===== config.mk =====
export PLATFORM = sky130hd
export DESIGN_NAME = uart_command_receiver
export DESIGN_NICKNAME = d
export VERILOG_FILES = /design/src/rtl/uart_pkg.sv /design/src/rtl/uart_rx_byte.sv /design/src/rtl/uart_command_receiver.sv
export SDC_FILE = /design/constraint.sdc
export NUM_CORES = 1
export LEC_CHECK = 0
export ABC_AREA = 1
export BUFFER_PORTS_ARGS = -buffer_cell sky130_fd_sc_hd__clkbuf_2
export CORE_UTILIZATION = 35
export DETAILED_ROUTE_END_ITERATION = 7
export PLACE_DENSITY = 0.52
export SYNTH_ARGS = -nofsm -noshare
export SYNTH_HDL_FRONTEND = slang
export SYNTH_SLANG_ARGS = --single-unit

===== constraint.sdc =====
create_clock -name clk -period 2.5 [get_ports clk]
set_input_delay 0.125 -clock clk [delete_from_list [all_inputs] [get_ports clk]]
set_output_delay 0.125 -clock clk [all_outputs]
set_load 0.01 [all_outputs]

===== src/rtl/uart_pkg.sv =====
// Shared constants, state encodings and baud-divider helper for the UART command receive path.
package uart_pkg;

  localparam int unsigned OVERSAMPLE = 16;
  localparam logic [7:0]  CMD_HEADER = 8'hA5;

  typedef enum logic [2:0] {IDLE, START, DATA, STOP, BREAK} rx_state_t;
  typedef enum logic [1:0] {P_HDR, P_X, P_Y, P_SUM} pkt_state_t;

  // Clocks per oversample tick, truncated.
  function automatic int unsigned calc_div(input int unsigned clk_hz, input int unsigned baud);
    return clk_hz / (baud * OVERSAMPLE);
  endfunction

endpackage


===== src/rtl/uart_rx_byte.sv =====
// 8N1 receiver: rxd synchronizer, 16x oversample tick generator and byte framing FSM.
module uart_rx_byte
  import uart_pkg::*;
#(
  parameter int unsigned CLK_HZ = 100_000_000,
  parameter int unsigned BAUD   = 9600
) (
  input  logic       clk,
  input  logic       reset,
  input  logic       rxd,
  output logic [7:0] byte_data,
  output logic       byte_valid,
  output logic       frame_err,
  output logic       tick_c
);

  localparam int unsigned DIV = calc_div(CLK_HZ, BAUD);
  localparam int unsigned CW  = (DIV > 1) ? $clog2(DIV) : 1;
  localparam logic [CW-1:0] DIV_LAST = CW'(DIV - 1);

  logic          rxd_meta_q, rxd_sync_q;
  logic [CW-1:0] div_cnt_q, div_cnt_d;
  rx_state_t     state_q, state_d;
  logic [3:0]    sc_q, sc_d;
  logic [2:0]    bit_idx_q, bit_idx_d;
  logic [7:0]    shift_q, shift_d;
  logic [1:0]    samp_q, samp_d;
  logic [7:0]    byte_data_q, byte_data_d;
  logic          byte_valid_q, byte_valid_d;
  logic          frame_err_q, frame_err_d;
  logic          maj_c;

  assign tick_c    = (div_cnt_q == DIV_LAST);
  assign div_cnt_d = tick_c ? '0 : div_cnt_q + CW'(1);

  // Samples at sc = 7 and 8 are stored; the sc = 9 sample is the live synced input.
  assign maj_c = (samp_q[0] & samp_q[1]) | (samp_q[0] & rxd_sync_q) | (samp_q[1] & rxd_sync_q);

  always_comb begin
    state_d      = state_q;
    sc_d         = sc_q;
    bit_idx_d    = bit_idx_q;
    shift_d      = shift_q;
    samp_d       = samp_q;
    byte_data_d  = byte_data_q;
    byte_valid_d = 1'b0;
    frame_err_d  = 1'b0;
    if (tick_c) begin
      if (sc_q == 4'd7) samp_d[0] = rxd_sync_q;
      if (sc_q == 4'd8) samp_d[1] = rxd_sync_q;
      sc_d = sc_q + 4'd1;
      case (state_q)
        IDLE: begin
          sc_d = '0;
          if (!rxd_sync_q) state_d = START;
        end
        START: begin
          if (sc_q == 4'd9 && maj_c) begin
            state_d = IDLE;
          end else if (sc_q == 4'd15) begin
            state_d   = DATA;
            bit_idx_d = '0;
          end
        end
        DATA: begin
          if (sc_q == 4'd9) shift_d = {maj_c, shift_q[7:1]};
          if (sc_q == 4'd15) begin
            if (bit_idx_q == 3'd7) state_d = STOP;
            else bit_idx_d = bit_idx_q + 3'd1;
          end
        end
        // Decide early so a start bit immediately after the stop bit is caught in IDLE.
        STOP: begin
          if (sc_q == 4'd9) begin
            if (maj_c) begin
              byte_data_d  = shift_q;
              byte_valid_d = 1'b1;
              state_d      = IDLE;
            end else begin
              frame_err_d = 1'b1;
              state_d     = BREAK;
            end
          end
        end
        BREAK: begin
          sc_d = '0;
          if (rxd_sync_q) state_d = IDLE;
        end
        default: state_d = IDLE;
      endcase
    end
  end

  always_ff @(posedge clk) begin
    if (reset) begin
      rxd_meta_q   <= 1'b1;
      rxd_sync_q   <= 1'b1;
      div_cnt_q    <= '0;
      state_q      <= IDLE;
      sc_q         <= '0;
      bit_idx_q    <= '0;
      shift_q      <= '0;
      samp_q       <= '0;
      byte_data_q  <= '0;
      byte_valid_q <= 1'b0;
      frame_err_q  <= 1'b0;
    end else begin
      rxd_meta_q   <= rxd;
      rxd_sync_q   <= rxd_meta_q;
      div_cnt_q    <= div_cnt_d;
      state_q      <= state_d;
      sc_q         <= sc_d;
      bit_idx_q    <= bit_idx_d;
      shift_q      <= shift_d;
      samp_q       <= samp_d;
      byte_data_q  <= byte_data_d;
      byte_valid_q <= byte_valid_d;
      frame_err_q  <= frame_err_d;
    end
  end

  assign byte_data  = byte_data_q;
  assign byte_valid = byte_valid_q;
  assign frame_err  = frame_err_q;

endmodule


===== src/rtl/uart_command_receiver.sv =====
// Host position-command receiver: validates {A5, x, y, x^y} packets and presents the (x, y) target.
module uart_command_receiver
  import uart_pkg::*;
#(
  parameter int unsigned CLK_HZ        = 100_000_000,
  parameter int unsigned BAUD          = 9600,
  parameter int unsigned TIMEOUT_TICKS = 480
) (
  input  logic       clk,
  input  logic       reset,
  input  logic       rxd,
  output logic [7:0] byte_data,
  output logic       byte_valid,
  output logic       frame_err,
  output logic [7:0] cmd_x,
  output logic [7:0] cmd_y,
  output logic       cmd_valid,
  output logic       cmd_err
);

  localparam int unsigned GW = $clog2(TIMEOUT_TICKS + 1);
  localparam logic [GW-1:0] GAP_LAST = GW'(TIMEOUT_TICKS - 1);
  localparam logic [7:0] CMD_DEFAULT = 8'd2;

  logic          rx_tick_c;
  pkt_state_t    pkt_state_q, pkt_state_d;
  logic [GW-1:0] gap_q, gap_d;
  logic [7:0]    x_tmp_q, x_tmp_d, y_tmp_q, y_tmp_d;
  logic [7:0]    cmd_x_q, cmd_x_d, cmd_y_q, cmd_y_d;
  logic          cmd_valid_q, cmd_valid_d, cmd_err_q, cmd_err_d;

  uart_rx_byte #(
    .CLK_HZ (CLK_HZ),
    .BAUD   (BAUD)
  ) u_rx (
    .clk        (clk),
    .reset      (reset),
    .rxd        (rxd),
    .byte_data  (byte_data),
    .byte_valid (byte_valid),
    .frame_err  (frame_err),
    .tick_c     (rx_tick_c)
  );

  // A received byte takes priority over both frame errors and the gap timeout.
  always_comb begin
    pkt_state_d = pkt_state_q;
    gap_d       = gap_q;
    x_tmp_d     = x_tmp_q;
    y_tmp_d     = y_tmp_q;
    cmd_x_d     = cmd_x_q;
    cmd_y_d     = cmd_y_q;
    cmd_valid_d = 1'b0;
    cmd_err_d   = 1'b0;
    if (byte_valid) begin
      gap_d = '0;
      case (pkt_state_q)
        P_HDR: if (byte_data == CMD_HEADER) pkt_state_d = P_X;
        P_X: begin
          x_tmp_d     = byte_data;
          pkt_state_d = P_Y;
        end
        P_Y: begin
          y_tmp_d     = byte_data;
          pkt_state_d = P_SUM;
        end
        P_SUM: begin
          if (byte_data == (x_tmp_q ^ y_tmp_q)) begin
            cmd_x_d     = x_tmp_q;
            cmd_y_d     = y_tmp_q;
            cmd_valid_d = 1'b1;
          end else begin
            cmd_err_d = 1'b1;
          end
          pkt_state_d = P_HDR;
        end
        default: pkt_state_d = P_HDR;
      endcase
    end else if (pkt_state_q != P_HDR) begin
      if (frame_err) begin
        cmd_err_d   = 1'b1;
        pkt_state_d = P_HDR;
        gap_d       = '0;
      end else if (rx_tick_c) begin
        if (gap_q == GAP_LAST) begin
          cmd_err_d   = 1'b1;
          pkt_state_d = P_HDR;
          gap_d       = '0;
        end else begin
          gap_d = gap_q + GW'(1);
        end
      end
    end
  end

  always_ff @(posedge clk) begin
    if (reset) begin
      pkt_state_q <= P_HDR;
      gap_q       <= '0;
      x_tmp_q     <= '0;
      y_tmp_q     <= '0;
      cmd_x_q     <= CMD_DEFAULT;
      cmd_y_q     <= CMD_DEFAULT;
      cmd_valid_q <= 1'b0;
      cmd_err_q   <= 1'b0;
    end else begin
      pkt_state_q <= pkt_state_d;
      gap_q       <= gap_d;
      x_tmp_q     <= x_tmp_d;
      y_tmp_q     <= y_tmp_d;
      cmd_x_q     <= cmd_x_d;
      cmd_y_q     <= cmd_y_d;
      cmd_valid_q <= cmd_valid_d;
      cmd_err_q   <= cmd_err_d;
    end
  end

  assign cmd_x     = cmd_x_q;
  assign cmd_y     = cmd_y_q;
  assign cmd_valid = cmd_valid_q;
  assign cmd_err   = cmd_err_q;

endmodule

==> results of run 1 <==
flip-flops by register name (all words and copies together), names as in the netlist, 4 cells and up:
signal          count
u_rx.sc_q           4
cmd_x               8
u_rx.shift_q        8
u_rx.byte_data      8
x_tmp_q             8
u_rx.div_cnt_q     10
cmd_y               8
y_tmp_q             8
gap_q               9
cell type report:
cell class / instances / area, µm² / share of cell area (%)
clock inverters: 5 / 56.30 / 1.183
repair buffers: 32 / 167.7 / 3.524
multi-input cells: 396 / 2002 / 42.07
flip-flops and latches: 87 / 1742 / 36.60
clock buffers: 10 / 239.0 / 5.022
well taps: 143 / 178.9 / 3.760
inverters: 99 / 372.9 / 7.836
power breakdown:
part	total [W]	switching, W	leakage (nW)	internal (W)
Combinational	0.0000545	0.0000370	1.27	0.0000174
Clock	0.00136	0.000563	0.145	0.000796
Sequential	0.00140	0.00000440	0.702	0.00139
worst min-delay path by stage:
stage / start / cells past startpoint / endpoint / slack [ns]
3_3_place_gp: rxd / 2 / u_rx.rxd_meta_q$_SDFF_PP1_ / 0.31
6_report: reset / 2 / cmd_err$_SDFF_PP0_ / 0.17
5_1_grt: reset / 2 / cmd_err$_SDFF_PP0_ / 0.22
4_1_cts: reset / 2 / cmd_err$_SDFF_PP0_ / 0.17
3_5_place_dp: rxd / 2 / u_rx.rxd_meta_q$_SDFF_PP1_ / 0.32
2_1_floorplan: rxd / 1 / u_rx.rxd_meta_q$_SDFF_PP1_ / 0.23
worst reg2reg max path: stages, from the launching register on:
cell     delay, ns
dfxtp_1       0.46
inv_2         0.07
nand2_1       0.09
nand3_1       0.07
nand2_1       0.06
nand2_1       0.11
nor2_8        0.24
nand3_4       0.27
nand2_1       0.14
inv_1         0.04
nor2_1        0.09
cell usage in the layout (no fill, tap or decap), types with 2 or more instances in the layout:
cell	synthesis	layout
nor2_8	2	2
nor3_1	6	6
ha_1	13	13
clkbuf_16	0	9
nor3b_1	2	2
nand4_1	24	24
clkbuf_2	0	30
nand3_1	27	27
nor4_1	2	2
xnor2_1	3	3
nor2_1	77	77
xor2_1	3	3
nand2_1	125	125
inv_1	87	87
or2_2	2	2
dfxtp_1	87	87
a211oi_1	3	3
a21oi_1	37	37
o21bai_1	2	2
o21ai_0	43	43
o21ai_1	3	3
inv_2	11	11
nand2_2	12	12
clkinv_2	1	3
through the flow:
stage	instances	setup slack, ns	hold slack, ns
2_1_floorplan	598	1.042	0.2288
3_3_place_gp	756	0.8261	0.3141
3_5_place_dp	756	0.7767	0.3158
4_1_cts	772	0.7643	0.1651
5_1_grt	772	0.5424	0.2154
6_report	772	0.7928	0.1711
per-layer routing:
metal,track usage [%],vias to the layer above,part of all wire (%)
li1,-,1958,-
met4,8.649,0,2.2
met5,0,-,0
met1,20.12,1577,50
met3,3.321,10,3.0
met2,24.79,44,45
cells by family (layout without fill, tap and decap cells):
logic type	count (synthesis)	count (layout)	synth area share (%)
and+or+nand+nor	287	287	31.48
buffers and inverters	115	146	10.63
AOI/OAI and AO/OA	90	90	11.17
DFF	87	87	41.58
adders and majority gates	13	13	3.883
xor gates and xnor gates	6	6	1.255
timing repair:
action / 4_1_cts / 5_1_grt
setup buffers: 0 / 0
hold endpoints to repair: 1 / 0
hold buffers: 1 / 0
==> metrics.csv, run 1 <==
metric,value,unit
cts bufs inserted,9,
chip width,111.4,µm
die height,111.4,µm
# rows,39,
startpoint types,register,
Synth area leaders,"dfxtp_1, nand2_1, inv_1",
average routed wire per standard cell,11.41,µm
vias in the first global route,3328,
DRC,6,
gr ovfl total,0,
status,finished with violations,
Crit. End Element,register,
RSZ-0062 raised after global routing,false,
Crit Path Class,register to register,
syn nets,614,
Crit path arrival time,2.00,ns
share of cells above drive strength 1,12.88,%
FF-to-FF path depth,10,
die area,0.01241,mm²
Min-Delay Path Class,input port to register,
static leakage,2.116,nW
Post-DP HPWL,6354,µm
Via density,4.649,
failing checks,DRC,
Worst path top cell family by delay,simple AND/OR/NAND/NOR gates,
maximum clock rate,585.8,MHz
Syn Inst Count,598,
largest net degree at the start of global routing,52,
CP required,2.79,ns
Initial DRC Count,143,
# setup viols final,0,
fin crit share,68.29,%
H-tree depth,3,
design area,0.004758,mm²
fin crit period,1.707,ns
critical path endpoint,cmd_y[2]$_SDFFE_PP0P_,
global placer's final weighted congestion,0.7189,
worst r2r dst,cmd_y[2]$_SDFFE_PP0P_,
Fill cells,1246,
Least-Margin Pin Slew,0.5172,ns
cell taking the most area after synthesis,dfxtp_1,
final hold vios,0,
crit path from,u_rx.byte_data[4]$_SDFFE_PP0P_,
critical path's largest stage delay,0.46,ns
Core Area,0.01156,mm²
CP bufs+invs,2,
CTS sink count,87,
DP Area,0.004453,mm²
Netlist Area Pre-Place,0.004189,mm²
top_reg_cell synth,dfxtp_1,
Yosys cell types,36,
max-slew violation count,0,
worst clock skew,0.008593,ns
clock-pin slew on the worst setup and hold paths,0.06,ns
Antenna Cells,0,
max cap viols,0,
"Seq/Total Area, Yosys",41.58,%
Reg2Reg Launch Point,u_rx.byte_data[4]$_SDFFE_PP0P_,
synth cell count leaders,"nand2_1, dfxtp_1, inv_1",
Setup TNS,0,ns
"Core Util, Final",41.14,%
critical path's most frequent cell,nand2_1,
PD cells,590.2,mW/mm²
post-route ant nets,0,
area grow syn2layout,13.59,%
Yosys reg bits,87,
Clock Latency Late Sink,0.35,ns
Pwr Total,0.002809,W
nets,641,
Synth async-reset ratio,0,%
Synth top area share,41.58,%
"critical path, cell by cell","inv_2, nand2_1, nand3_1, nand2_1, nand2_1, nor2_8, nand3_4, nand2_1, inv_1, nor2_1",
drt first pass iters,6,
I/O pin count,31,
crit-path max FO,18,
most common cell in the synthesized netlist,nand2_1,
Total Wirelength,8810,µm
CP Depth,10,
"EDFF count, synth",0,
Via Count,3589,
Mapped Avg Cell Area,7.005,µm²
Clock Tree Root,clkbuf_16,
"Slowest-stage cell, CP",dfxtp_1,
initial antenna violation count,0,
All-Layer GR Usage,15.73,%
YS warnings,0,
worst-case clock buffer depth,2,
# resized after CTS,0,
R2R setup slack,0.79,ns
CTS tree,done,
number of I/O port buffers,30,
starting density of the core,36.22,%
first-pass GRT wire length,15620,µm
max_slew headroom,65.44,%
VDD IR max,295.0,µV
Power figures use the tool's default switching activity.
==> inputs of run 2 (changes only) <==
==> constraint.sdc (replaced) <==
create_clock -name clk -period 1.8 [get_ports clk]
set_input_delay 0.09 -clock clk [delete_from_list [all_inputs] [get_ports clk]]
set_output_delay 0.09 -clock clk [all_outputs]
set_load 0.01 [all_outputs]
==> run 2 against run 1 <==
Effect of this change:
- the flow still finishes with violations (DRC)
- hold slack worse by 0.015 ns
- die area unchanged
- total power up 31%
- cell area up 1.8%
- global-route usage down 0.54 points
- non-clock buffer count up 12
==> metrics.csv, run 2 (synthesis gave the netlist of run 1 again) <==
metric,value,unit
status,finished with violations,
Post-DP HPWL,6389,µm
Antenna Cells,0,
share of cells above drive strength 1,14.77,%
"Slowest-stage cell, CP",nor3_1,
All-Layer GR Usage,15.19,%
clock network fraction of total power,45.3,%
failing checks,DRC,
Least-Margin Pin Slew,0.4618,ns
startpoint types,register,
Crit path arrival time,1.96,ns
Crit. End Element,register,
worst clock skew,0.004764,ns
clock-pin slew on the worst setup and hold paths,0.06,ns
Initial DRC Count,173,
die area,0.01241,mm²
CTS sink count,87,
Clock Tree Root,clkbuf_16,
RSZ-0062 raised after global routing,true,
H-tree depth,3,
Worst path top cell family by delay,simple AND/OR/NAND/NOR gates,
max cap viols,0,
final hold vios,0,
Clock Latency Late Sink,0.34,ns
I/O pin count,31,
Reg with most FFs,u_rx.div_cnt_q,
max FFs per register,10,
Sequential Power Share,52.6,%
PD cells,761.4,mW/mm²
maximum clock rate,592.9,MHz
area grow syn2layout,15.59,%
P_int,0.002882,W
Via density,4.625,
initial antenna violation count,0,
drt first pass iters,6,
post-route ant nets,0,
Min-Delay Path Class,input port to register,
Gate power share,2.2,%
# setup viols final,0,
R2R setup slack,0.11,ns
first-pass GRT wire length,15240,µm
starting density of the core,36.22,%
static leakage,2.163,nW
largest registers,"u_rx.div_cnt_q (10), gap_q (9)",
# rows,39,
"commonest non-fill, non-tap cell in the layout",nand2_1,
Total Wirelength,8972,µm
Core Area,0.01156,mm²
CP bufs+invs,2,
max_slew headroom,69.14,%
average routed wire per standard cell,11.41,µm
fin crit period,1.687,ns
nets,654,
vias in the first global route,3289,
Switch Pwr,0.0008046,W
cts bufs inserted,9,
worst-case clock buffer depth,2,
critical path's largest stage delay,0.39,ns
largest net degree at the start of global routing,39,
Via Count,3635,
gr ovfl total,0,
fin crit share,93.70,%
Crit Path Class,register to register,
"critical path, cell by cell","inv_1, ha_1, nand3_1, nor3_1, inv_1, nor2_4, o21ai_0, a21oi_1",
DRC,6,
chip width,111.4,µm
crit-path max FO,8,
global placer's final weighted congestion,0.8529,
Setup TNS,0,ns
VDD IR max,354.1,µV
CTS tree,done,
"Core Util, Final",41.87,%
"commonest cells after routing, fill and taps aside","nand2_1, inv_1, dfxtp_1, nor2_1, o21ai_0",
max-slew violation count,0,
CP required,2.07,ns
critical path's most frequent cell,inv_1,
die height,111.4,µm
number of I/O port buffers,30,
switch share,21.82,%
-- run 2: cell count changes in the layout (fill, tap and decap cells not counted), moves of 2 or more --
cell | previous run | this run
buf_4 | 1 | 13
o21ai_1 | 3 | 5
clkinv_2 | 3 | 6
clkbuf_1 | 0 | 2
o21ai_0 | 43 | 41
-- run 2: layer usage --
| metal | routed length [µm] | share of wire (%) | up-vias | global-route usage (%) |
|---|---|---|---|---|
| li1 | - | - | 1977 | - |
| met5 | 0 | 0 | - | 0 |
| met3 | 299 | 3.3 | 13 | 2.722 |
| met4 | 188 | 2.1 | 0 | 7.838 |
| met1 | 4445 | 50 | 1586 | 19.53 |
| met2 | 4039 | 45 | 59 | 24.42 |
-- run 2: final timing paths --
kind / cells past startpoint / start / to
min reg2reg: 1 / u_rx.rxd_meta_q$_SDFF_PP1_ / u_rx.rxd_sync_q$_SDFF_PP1_
max: 8 / u_rx.div_cnt_q[0]$_SDFF_PP0_ / u_rx.shift_q[4]$_SDFFE_PP0P_
max reg2reg: 8 / u_rx.div_cnt_q[0]$_SDFF_PP0_ / u_rx.shift_q[4]$_SDFFE_PP0P_
min: 2 / reset / u_rx.bit_idx_q[1]$_SDFFE_PP0P_
-- run 2: power groups by stage --
stage               logic [W]  registers, W  clock network (W)
finish              0.0000798       0.00194            0.00167
global route        0.0000938       0.00194            0.00181
CTS                 0.0000811       0.00194            0.00174
detailed placement  0.0000793       0.00198                  0
global placement    0.0000783       0.00198                  0
floorplan           0.0000590       0.00198                  0
-- run 2: cell type report --
cell class | instances | area, µm²
Inverter | 99 | 375.4
Sequential cell | 87 | 1743
Multi-Input combinational cell | 397 | 2029
Fill cell | 1224 | 6723
Timing Repair Buffer | 44 | 257.7
Clock buffer | 11 | 232.7
Clock inverter | 5 | 25.02
Tap cell | 143 | 178.9
-- run 2: stage by stage --
stage	instance area, µm²	hold slack (ns)	std cells	setup WS (ns)	power (W)
after detailed placement	4521	0.2797	765	0.09147	0.002061
final	4842	0.1565	786	0.1135	0.003687
after CTS	4788	0.1661	782	0.08251	0.003757
after floorplan	4189	0.1938	598	0.3420	0.002039
after global placement	4521	0.2762	765	0.1043	0.002059
after global routing	4842	0.1941	786	-0.05458	0.003840
-- run 2: repair_timing --
item	CTS	global route
buffers inserted	0	3
endpoints found under the hold margin	1	0
resized for setup	0	7
setup endpoints to repair	0	40
hold buffers	1	0
==> inputs of run 3 (changes only) <==
--- a/config.mk
+++ b/config.mk
@@ -7,9 +7,9 @@
 export LEC_CHECK = 0
 export ABC_AREA = 1
 export BUFFER_PORTS_ARGS = -buffer_cell sky130_fd_sc_hd__clkbuf_2
-export CORE_UTILIZATION = 35
+export CORE_UTILIZATION = 40
 export DETAILED_ROUTE_END_ITERATION = 7
-export PLACE_DENSITY = 0.52
+export PLACE_DENSITY = 0.58
 export SYNTH_ARGS = -nofsm -noshare
 export SYNTH_HDL_FRONTEND = slang
 export SYNTH_SLANG_ARGS = --single-unit
==> run 3 against run 2 <==
Effect of this change:
- the run now ends clean
- flip-flop and latch count did not move
- die area is 12% lower
- combinational power is 2% higher
==> metrics.csv, run 3 (synthesis gave the netlist of run 1 again) <==
metric,value,unit
Clock Tree Root,clkbuf_8,
Total Wirelength,8901,µm
CTS tree,done,
max cap viols,0,
Fill cells,1024,
max_slew headroom,67.15,%
PD cells,738.4,mW/mm²
FF-to-FF path depth,11,
critical path endpoint,gap_q[6]$_SDFFE_PP0P_,
maximum clock rate,604.5,MHz
worst-case clock buffer depth,2,
I/O pin count,31,
area grow syn2layout,14.13,%
VDD IR max,522.0,µV
RSZ-0062 raised after global routing,true,
crit path from,u_rx.div_cnt_q[0]$_SDFF_PP0_,
fin crit share,91.91,%
nets,651,
starting density of the core,42.08,%
CP required,2.05,ns
largest registers,"u_rx.div_cnt_q (10), gap_q (9)",
All-Layer GR Usage,17.15,%
final hold vios,0,
crit-path max FO,10,
CTS sink count,87,
share of cells above drive strength 1,15.16,%
M1 GR Usage,21.27,%
cts bufs inserted,9,
H-tree depth,3,
multi-input logic area,0.002042,mm²
Via density,4.752,
Post-DP HPWL,6432,µm
R2R setup slack,0.15,ns
DP Area,0.004493,mm²
worst r2r dst,gap_q[6]$_SDFFE_PP0P_,
Crit. End Element,register,
GRT met2 Usage,29.85,%
Min-Delay Path Class,input port to register,
"commonest non-fill, non-tap cell in the layout",nand2_1,
Via Count,3673,
average routed wire per standard cell,11.51,µm
initial antenna violation count,0,
"commonest cells after routing, fill and taps aside","nand2_1, inv_1, dfxtp_1, nor2_1, o21ai_0",
Initial DRC Count,113,
Most Crowded Layer GR,met2,
global placer's final weighted congestion,0.8049,
fin crit period,1.654,ns
worst clock skew,0.01446,ns
Least-Margin Pin Slew,0.4916,ns
drt first pass iters,4,
# setup viols final,0,
status,finished clean,
first-pass GRT wire length,15350,µm
# rows,36,
Clock Latency Late Sink,0.36,ns
design area,0.004781,mm²
Reg with most FFs,u_rx.div_cnt_q,
chip width,104.3,µm
gr ovfl total,0,
global routing usage on met3,4.323,%
static leakage,2.132,nW
startpoint types,register,
number of I/O port buffers,30,
die area,0.01089,mm²
max-slew violation count,0,
max FFs per register,10,
largest net degree at the start of global routing,43,
Setup TNS,0,ns
clock-pin slew on the worst setup and hold paths,0.09,ns
Core Area,0.009955,mm²
DRC,0,
Crit path arrival time,1.90,ns
Sequential cell area,0.001743,mm²
vias in the first global route,3395,
Antenna Cells,0,
post-route ant nets,0,
Reg2Reg Launch Point,u_rx.div_cnt_q[0]$_SDFF_PP0_,
die height,104.3,µm
Crit Path Class,register to register,
==> run 3: cell count changes in the layout (fill, tap and decap cells not counted), moves of 3 or more <==
cell	previous run	this run
buf_4	13	10
clkbuf_16	9	0
clkbuf_8	0	9
clkinv_2	6	1
clkinvlp_4	0	3
==> run 3: metal layers <==
layer / part of all wire, % / wire length, µm
met5: 0 / 0
met4: 0.81 / 72
met3: 2.7 / 237
met2: 48 / 4233
met1: 49 / 4358
==> run 3: repair_timing <==
item / 4_1_cts / 5_1_grt
gates resized for setup: 0 / 13
endpoints found under the setup margin: 0 / 32
setup buffers: 0 / 2
endpoints found under the hold margin: 1 / 0
hold buffers: 1 / 0
==> run 3: layout make-up <==
class / count / share of cell area, %
clock inverters: 7 / 2.015
multi-input cells: 397 / 42.71
clock buffers: 9 / 2.591
flip-flops and latches: 87 / 36.46
repair buffers: 41 / 4.920
well taps: 133 / 3.481
inverters: 99 / 7.825
==> run 3: worst min-delay path by stage <==
stage / startpoint / to / slack, ns / cells past startpoint
after floorplan: rxd / u_rx.rxd_meta_q$_SDFF_PP1_ / 0.19 / 1
after global placement: rxd / u_rx.rxd_meta_q$_SDFF_PP1_ / 0.28 / 2
after detailed placement: rxd / u_rx.rxd_meta_q$_SDFF_PP1_ / 0.28 / 2
after CTS: reset / u_rx.bit_idx_q[2]$_SDFFE_PP0P_ / 0.12 / 2
after global routing: reset / u_rx.bit_idx_q[2]$_SDFFE_PP0P_ / 0.14 / 2
final: reset / u_rx.bit_idx_q[2]$_SDFFE_PP0P_ / 0.12 / 2
==> run 3: power breakdown <==
group / switching (W) / leakage (nW) / internal (W)
logic: 0.0000545 / 1.33 / 0.0000268
registers: 0.00000583 / 0.702 / 0.00193
clock network: 0.000728 / 0.102 / 0.000784
==> run 3: worst max-delay path: stages, from the launching register on <==
cell     delay (ns)
dfxtp_2        0.34
inv_1          0.07
ha_1           0.16
nand3_1        0.11
inv_1          0.11
nand3_4        0.13
nand2_1        0.13
nand2_4        0.10
inv_2          0.14
nand2_1        0.09
nand2_2        0.12
nor2_1         0.06
==> run 3: metrics by stage <==
| stage | utilization (%) | hold slack, ns | worst slack [ns] | total power [W] | instances |
|---|---|---|---|---|---|
| CTS | 47.45 | 0.1222 | 0.03627 | 0.003569 | 770 |
| global placement | 45.14 | 0.2751 | 0.1018 | 0.002060 | 753 |
| floorplan | - | 0.1938 | 0.3420 | 0.002039 | 598 |
| finish | 48.03 | 0.1177 | 0.1456 | 0.003530 | 773 |
| detailed placement | 45.14 | 0.2752 | 0.04643 | 0.002061 | 753 |
| global route | 48.03 | 0.1450 | -0.02178 | 0.003666 | 773 |
